### config.mk
export PLATFORM = sky130hd
export DESIGN_NAME = wb_slave_regfile
export DESIGN_NICKNAME = d
export VERILOG_FILES = /design/src/rtl/wb_slave_regfile.sv
export SDC_FILE = /design/constraint.sdc
export NUM_CORES = 1
export LEC_CHECK = 0
export ABC_AREA = 1
export CAP_MARGIN = 20
export CORE_AREA = 2 2 282 284
export CTS_CLUSTER_SIZE = 30
export DETAILED_ROUTE_END_ITERATION = 16
export DIE_AREA = 0 0 284 286
export DONT_BUFFER_PORTS = 1
export GPL_TIMING_DRIVEN = 0
export PLACE_DENSITY_LB_ADDON = 0.12
export REMOVE_ABC_BUFFERS = 1
export SLEW_MARGIN = 20
export SYNTH_ARGS = -nofsm -noshare
export SYNTH_HDL_FRONTEND = slang
export SYNTH_SLANG_ARGS = --single-unit
### constraint.sdc
create_clock -name clk_i -period 2.49 [get_ports clk_i]
set_input_delay 0.1245 -clock clk_i [delete_from_list [all_inputs] [get_ports clk_i]]
set_output_delay 0.1245 -clock clk_i [all_outputs]
set_load 0.005 [all_outputs]
### src/rtl/wb_slave_regfile.sv
// Wishbone classic-cycle slave with a tagged register file and programmable
// wait states; terminates each transfer with ack, err or rty.
module wb_slave_regfile #(
  parameter int                   ADR_WIDTH   = 32,
  parameter int                   DATA_WIDTH  = 32,
  parameter int                   SEL_WIDTH   = 4,
  parameter int                   TAG_WIDTH   = 4,
  parameter int                   DEPTH_LOG2  = 4,
  parameter logic [ADR_WIDTH-1:0] BASE_ADR    = 32'h0000_0100,
  parameter int                   WAIT_STATES = 1
) (
  input  logic                  clk_i,
  input  logic                  rst_n_i,
  input  logic [ADR_WIDTH-1:0]  adr_i,
  input  logic [DATA_WIDTH-1:0] dat_i,
  input  logic [SEL_WIDTH-1:0]  sel_i,
  input  logic [TAG_WIDTH-1:0]  tgd_i,
  input  logic [TAG_WIDTH-1:0]  tga_i,
  input  logic [TAG_WIDTH-1:0]  tgc_i,
  input  logic                  we_i,
  input  logic                  stb_i,
  input  logic                  cyc_i,
  input  logic                  busy_i,
  output logic [DATA_WIDTH-1:0] dat_o,
  output logic [TAG_WIDTH-1:0]  tgd_o,
  output logic                  ack_o,
  output logic                  err_o,
  output logic                  rty_o
);

  localparam int                 WORDS    = 2**DEPTH_LOG2;
  localparam logic [ADR_WIDTH:0] ADR_LO   = {1'b0, BASE_ADR};
  localparam logic [ADR_WIDTH:0] ADR_HI   = ADR_LO + (ADR_WIDTH+1)'(4*WORDS);
  localparam logic [3:0]         CNT_INIT = (WAIT_STATES > 0) ? 4'(WAIT_STATES-1) : 4'd0;

  typedef enum logic [1:0] {IDLE, WAIT, TERM} state_t;

  state_t                  state;
  logic [3:0]              wait_cnt;
  logic [DATA_WIDTH-1:0]   mem     [WORDS];
  logic [TAG_WIDTH-1:0]    tag_mem [WORDS];

  logic                    lat_we;
  logic                    lat_err;
  logic [DATA_WIDTH-1:0]   lat_dat;
  logic [SEL_WIDTH-1:0]    lat_sel;
  logic [TAG_WIDTH-1:0]    lat_tgd;
  logic [DEPTH_LOG2-1:0]   lat_idx;

  logic                    accept;
  logic                    in_range;
  logic                    bad;
  logic [ADR_WIDTH-1:0]    offset;
  logic                    fire_term;

  logic                    t_we;
  logic                    t_err;
  logic [DATA_WIDTH-1:0]   t_dat;
  logic [SEL_WIDTH-1:0]    t_sel;
  logic [TAG_WIDTH-1:0]    t_tgd;
  logic [DEPTH_LOG2-1:0]   t_idx;

  logic                    unused_ok;

  assign accept   = cyc_i & stb_i;
  assign in_range = ({1'b0, adr_i} >= ADR_LO) && ({1'b0, adr_i} < ADR_HI);
  assign offset   = adr_i - BASE_ADR;
  assign bad      = !in_range || (adr_i[1:0] != 2'b00) || (sel_i == '0);

  // A zero-wait termination happens in IDLE straight from the bus inputs;
  // otherwise the values latched at acceptance are used.
  assign t_we  = (state == IDLE) ? we_i  : lat_we;
  assign t_err = (state == IDLE) ? bad   : lat_err;
  assign t_dat = (state == IDLE) ? dat_i : lat_dat;
  assign t_sel = (state == IDLE) ? sel_i : lat_sel;
  assign t_tgd = (state == IDLE) ? tgd_i : lat_tgd;
  assign t_idx = (state == IDLE) ? offset[DEPTH_LOG2+1:2] : lat_idx;

  assign unused_ok = ^{tga_i, tgc_i, offset};

  always_comb begin
    fire_term = 1'b0;
    case (state)
      IDLE:    fire_term = accept && (bad || !busy_i) && (WAIT_STATES == 0);
      WAIT:    fire_term = accept && (wait_cnt == '0);
      default: fire_term = 1'b0;
    endcase
  end

  always_ff @(posedge clk_i or negedge rst_n_i) begin
    if (!rst_n_i) begin
      state    <= IDLE;
      wait_cnt <= '0;
      ack_o    <= 1'b0;
      err_o    <= 1'b0;
      rty_o    <= 1'b0;
      dat_o    <= '0;
      tgd_o    <= '0;
      lat_we   <= 1'b0;
      lat_err  <= 1'b0;
      lat_dat  <= '0;
      lat_sel  <= '0;
      lat_tgd  <= '0;
      lat_idx  <= '0;
      for (int i = 0; i < WORDS; i++) begin
        mem[i]     <= '0;
        tag_mem[i] <= '0;
      end
    end else begin
      ack_o <= 1'b0;
      err_o <= 1'b0;
      rty_o <= 1'b0;

      if (fire_term) begin
        if (t_err) begin
          err_o <= 1'b1;
        end else begin
          ack_o <= 1'b1;
          if (t_we) begin
            for (int b = 0; b < SEL_WIDTH; b++) begin
              if (t_sel[b]) mem[t_idx][b*8 +: 8] <= t_dat[b*8 +: 8];
            end
            tag_mem[t_idx] <= t_tgd;
          end else begin
            dat_o <= mem[t_idx];
            tgd_o <= tag_mem[t_idx];
          end
        end
      end

      case (state)
        IDLE: begin
          if (accept) begin
            lat_we  <= we_i;
            lat_err <= bad;
            lat_dat <= dat_i;
            lat_sel <= sel_i;
            lat_tgd <= tgd_i;
            lat_idx <= offset[DEPTH_LOG2+1:2];
            if (!bad && busy_i) begin
              rty_o <= 1'b1;
            end else if (WAIT_STATES == 0) begin
              state <= TERM;
            end else begin
              state    <= WAIT;
              wait_cnt <= CNT_INIT;
            end
          end
        end
        WAIT: begin
          if (!accept) begin
            state <= IDLE;
          end else if (wait_cnt == '0) begin
            state <= TERM;
          end else begin
            wait_cnt <= wait_cnt - 4'd1;
          end
        end
        TERM:    state <= IDLE;
        default: state <= IDLE;
      endcase
    end
  end

endmodule

==> impl_metrics.ini <==
[global_routing]
grt_overflow_total = 0
antenna_found_initial = 4
grt_pass1_wl_um = 160700
grt_max_degree = 668
grt_util_all_layers_pct = 25.61
grt_pass1_vias = 26180

[critical_path]
crit_path_end_kind = flip-flop
ff2ff_path_depth = 16
worstPathMaxFanout = 15
cp.required_ns = 3.00
start_kind = flip-flop
r2r-end = dat_o[8]$_DFFE_PN0P_
reg2reg_slack_ns = 0.08
crit_start = state[0]$_DFFE_PN0P_
r2r_start = state[0]$_DFFE_PN0P_
worstSetupPathType = flip-flop to flip-flop
arrival_ns = 2.92

[yosys]
async_reset_ff_share_pct = 100.0
syn_area_per_cell_um2 = 7.765
synth_common_cells = 2,021 x nand2_1, 667 x dfrtp_1, 546 x o21ai_1
ys_ff_latch = 667
synth_edf_count = 0
yosysTopAreaCellShare_pct = 52.61
synth_most_common_cell = nand2_1
syn_inst = 4086
yosys_warnings = 0
yosys.area.top_type = dfrtp_1
synth_top_flop_cell = dfrtp_1
yosysSeqAreaShare_pct = 52.61
syn_area_um2 = 31730
yosysUniqueCellTypes = 35
synthTopCellsByArea = dfrtp_1 53%, nand2_1 24%, o21ai_1 8.6%

[die]
coreArea_um2 = 78360
chipWidth_um = 284
start_util_pct = 40.49
die-area_um2 = 81220
num_io_pins = 125
core.rowCount = 103
die-height_um = 286

[finish]
multi_input_area_um2 = 14570
nFillCells = 7772
seq_area_um2 = 16690
final_layout_size_suffix_gt1_share_pct = 11.93
area_delta_synth_final_pct = 23.05
nNetsFinal = 4262
antenna_cells = 0

[detailed_routing]
wirelength_um = 106200
drc = 0
wl_met2_um = 47850
via_per_inst = 5.163
drt_iter0_drc = 2442
vias = 27240
drtPass1Iterations = 5
routed_wire_length_per_instance_um = 20.12
ant_nets = 0
wl_met3_um = 5698
top_layer = met5
met1Wirelength_um = 49180

[clocking]
cts_hold_buf = 63
cts.sinks = 667
clock_latency_ns = 0.62
cts_root_buffer = clkbuf_16
cts_buffers = 78
clk_pin_slew_worst_paths_ns = 0.06
cts_tree = built
htree_levels = 3
cts.path.max_buffers = 3

[timing]
relSlewSlack_pct = -154.3
finalCritPeriodShare_pct = 96.97
worst_hold_slack_ns = -0.7711
fin_ws_ns = 0.07535
finalSetupTns_ns = 0
worst_slew_pin_slew_ns = 3.815
max_freq_ghz = 0.4141
finClkSkew_ns = 0.02078
min_period_ns = 2.415
setup_viol = 0
slew_viol_final = 507
rsz0062_at_grt = yes
hold_viol = 371

[placement]
dp_hpwl_um = 55670
numPortBuffers = 0
routabilityCongestion = 0.7314
place_ws_ns = -2.638

[flow_run]
max_cap_violations = 0

[hold_path]
min-delay-path-class = primary input to async pin

[power_and_ir_drop]
ir_drop_v = 0.0004681
power.leakage_nw = 19.15
p_per_area_nw_per_um2 = 723.1

[outcome]
status = finished, violations left
violations = negative hold slack, max-slew violations
worst max-delay path by stage:
stage | end | slack (ns) | depth (start not counted)
final | dat_o[8]$_DFFE_PN0P_ | 0.08 | 16
after global placement | mem[78]$_DFFE_PN0P_ | -11.16 | 9
after detailed placement | mem[21]$_DFFE_PN0P_ | -2.64 | 13
after floorplan | mem[112]$_DFFE_PN0P_ | -3.66 | 9
after CTS | mem[465]$_DFFE_PN0P_ | -0.02 | 15
after global routing | tgd_o[1]$_DFFE_PN0P_ | -0.04 | 15
where the power goes:
part / total (W) / switching (W) / internal (W)
logic: 0.00566 / 0.00380 / 0.00186
registers: 0.0112 / 0.000172 / 0.0111
clock network: 0.0113 / 0.00459 / 0.00673
total: 0.0282 / 0.00856 / 0.0197
final cells by class:
cell class | count | share of cell area [%]
flip-flops and latches | 667 | 42.76
multi-input cells | 3094 | 37.32
repair buffers | 246 | 8.698
clock buffers | 116 | 5.965
well taps | 1050 | 3.365
inverters | 85 | 1.436
clock inverters | 16 | 0.4070
repair inverters | 2 | 0.05128
critical path, cell delays in order (launching register included):
cell and delay [ns]:
dfrtp_2 0.42, nor2_4 0.17, buf_4 0.15, buf_12 0.14, nand2_8 0.07, buf_16 0.18, nand2_8 0.11, buf_16 0.17
nor2_4 0.06, buf_12 0.17, buf_12 0.14, nand2_1 0.05, nand3_1 0.09, nand2_1 0.10, nand2_1 0.10, nor2_1 0.13
nor2_1 0.05
layer usage:
layer	vias up	track usage [%]
li1	13270	-
met1	13130	36.19
met2	688	40.62
met3	153	4.083
met4	4	7.671
met5	-	0
cell families after synthesis:
group | after synthesis | share of synthesized area [%]
buf+inv | 341 | 5.332
simple gates | 2386 | 31.00
flops | 667 | 52.61
compound gates | 688 | 10.92
fa+ha+maj | 2 | 0.07886
xor+xnor | 2 | 0.05522
timing repair:
action | in CTS | in global routing
endpoints found under the setup margin | 642 | 565
setup buffers | 74 | 33
gates resized for setup | 158 | 54
gates cloned | 25 | 11
pin swaps | 29 | 21
hold endpoints to repair | 877 | 667
placed cells by master (no fill, tap or decap), types with 2 or more instances in the layout:
master	instances
nand2_1	1987
dfrtp_1	666
o21ai_1	522
nand3_1	208
o21ai_0	117
clkbuf_16	89
buf_4	85
nor2_1	69
dlygate4sd3_1	63
inv_1	60
nand2_8	59
o21ai_2	39
nand2_4	29
buf_16	29
buf_12	24
buf_6	22
clkbuf_1	18
clkbuf_8	17
nand3_4	16
clkinv_8	15
clkinv_2	12
nand2_2	10
bufbuf_16	10
nor2_4	8
o21ai_4	7
buf_8	5
inv_2	4
nand4_1	4
or2_2	3
inv_4	3
nor2_8	3
nor2_2	3
bufinv_16	3
inv_8	2
xnor2_1	2
ha_1	2
inv_6	2
per-stage QoR:
stage | cell area (um^2) | util, % | total power [W] | instances | hold WS [ns]
6_report | 39040 | 49.82 | 0.02823 | 5276 | -0.7711
5_1_grt | 39040 | 49.82 | 0.02915 | 5276 | -0.8006
4_1_cts | 38280 | 48.85 | 0.02801 | 5232 | -0.7982
3_5_place_dp | 33180 | 42.34 | 0.01551 | 4938 | -0.1313
3_3_place_gp | 31680 | 40.44 | 0.01458 | 4880 | -0.1328
2_1_floorplan | 30370 | - | 0.01315 | 3830 | -0.1711
state kept, by name, indices dropped and copies added, names as in the netlist, 2 cells and up:
signal    cells
dat_o        32
lat_tgd       4
lat_sel       4
lat_dat      32
mem         512
wait_cnt      4
tgd_o         4
tag_mem      64
state         2
lat_idx       4
No activity file was read; power rests on OpenSTA's default activity.
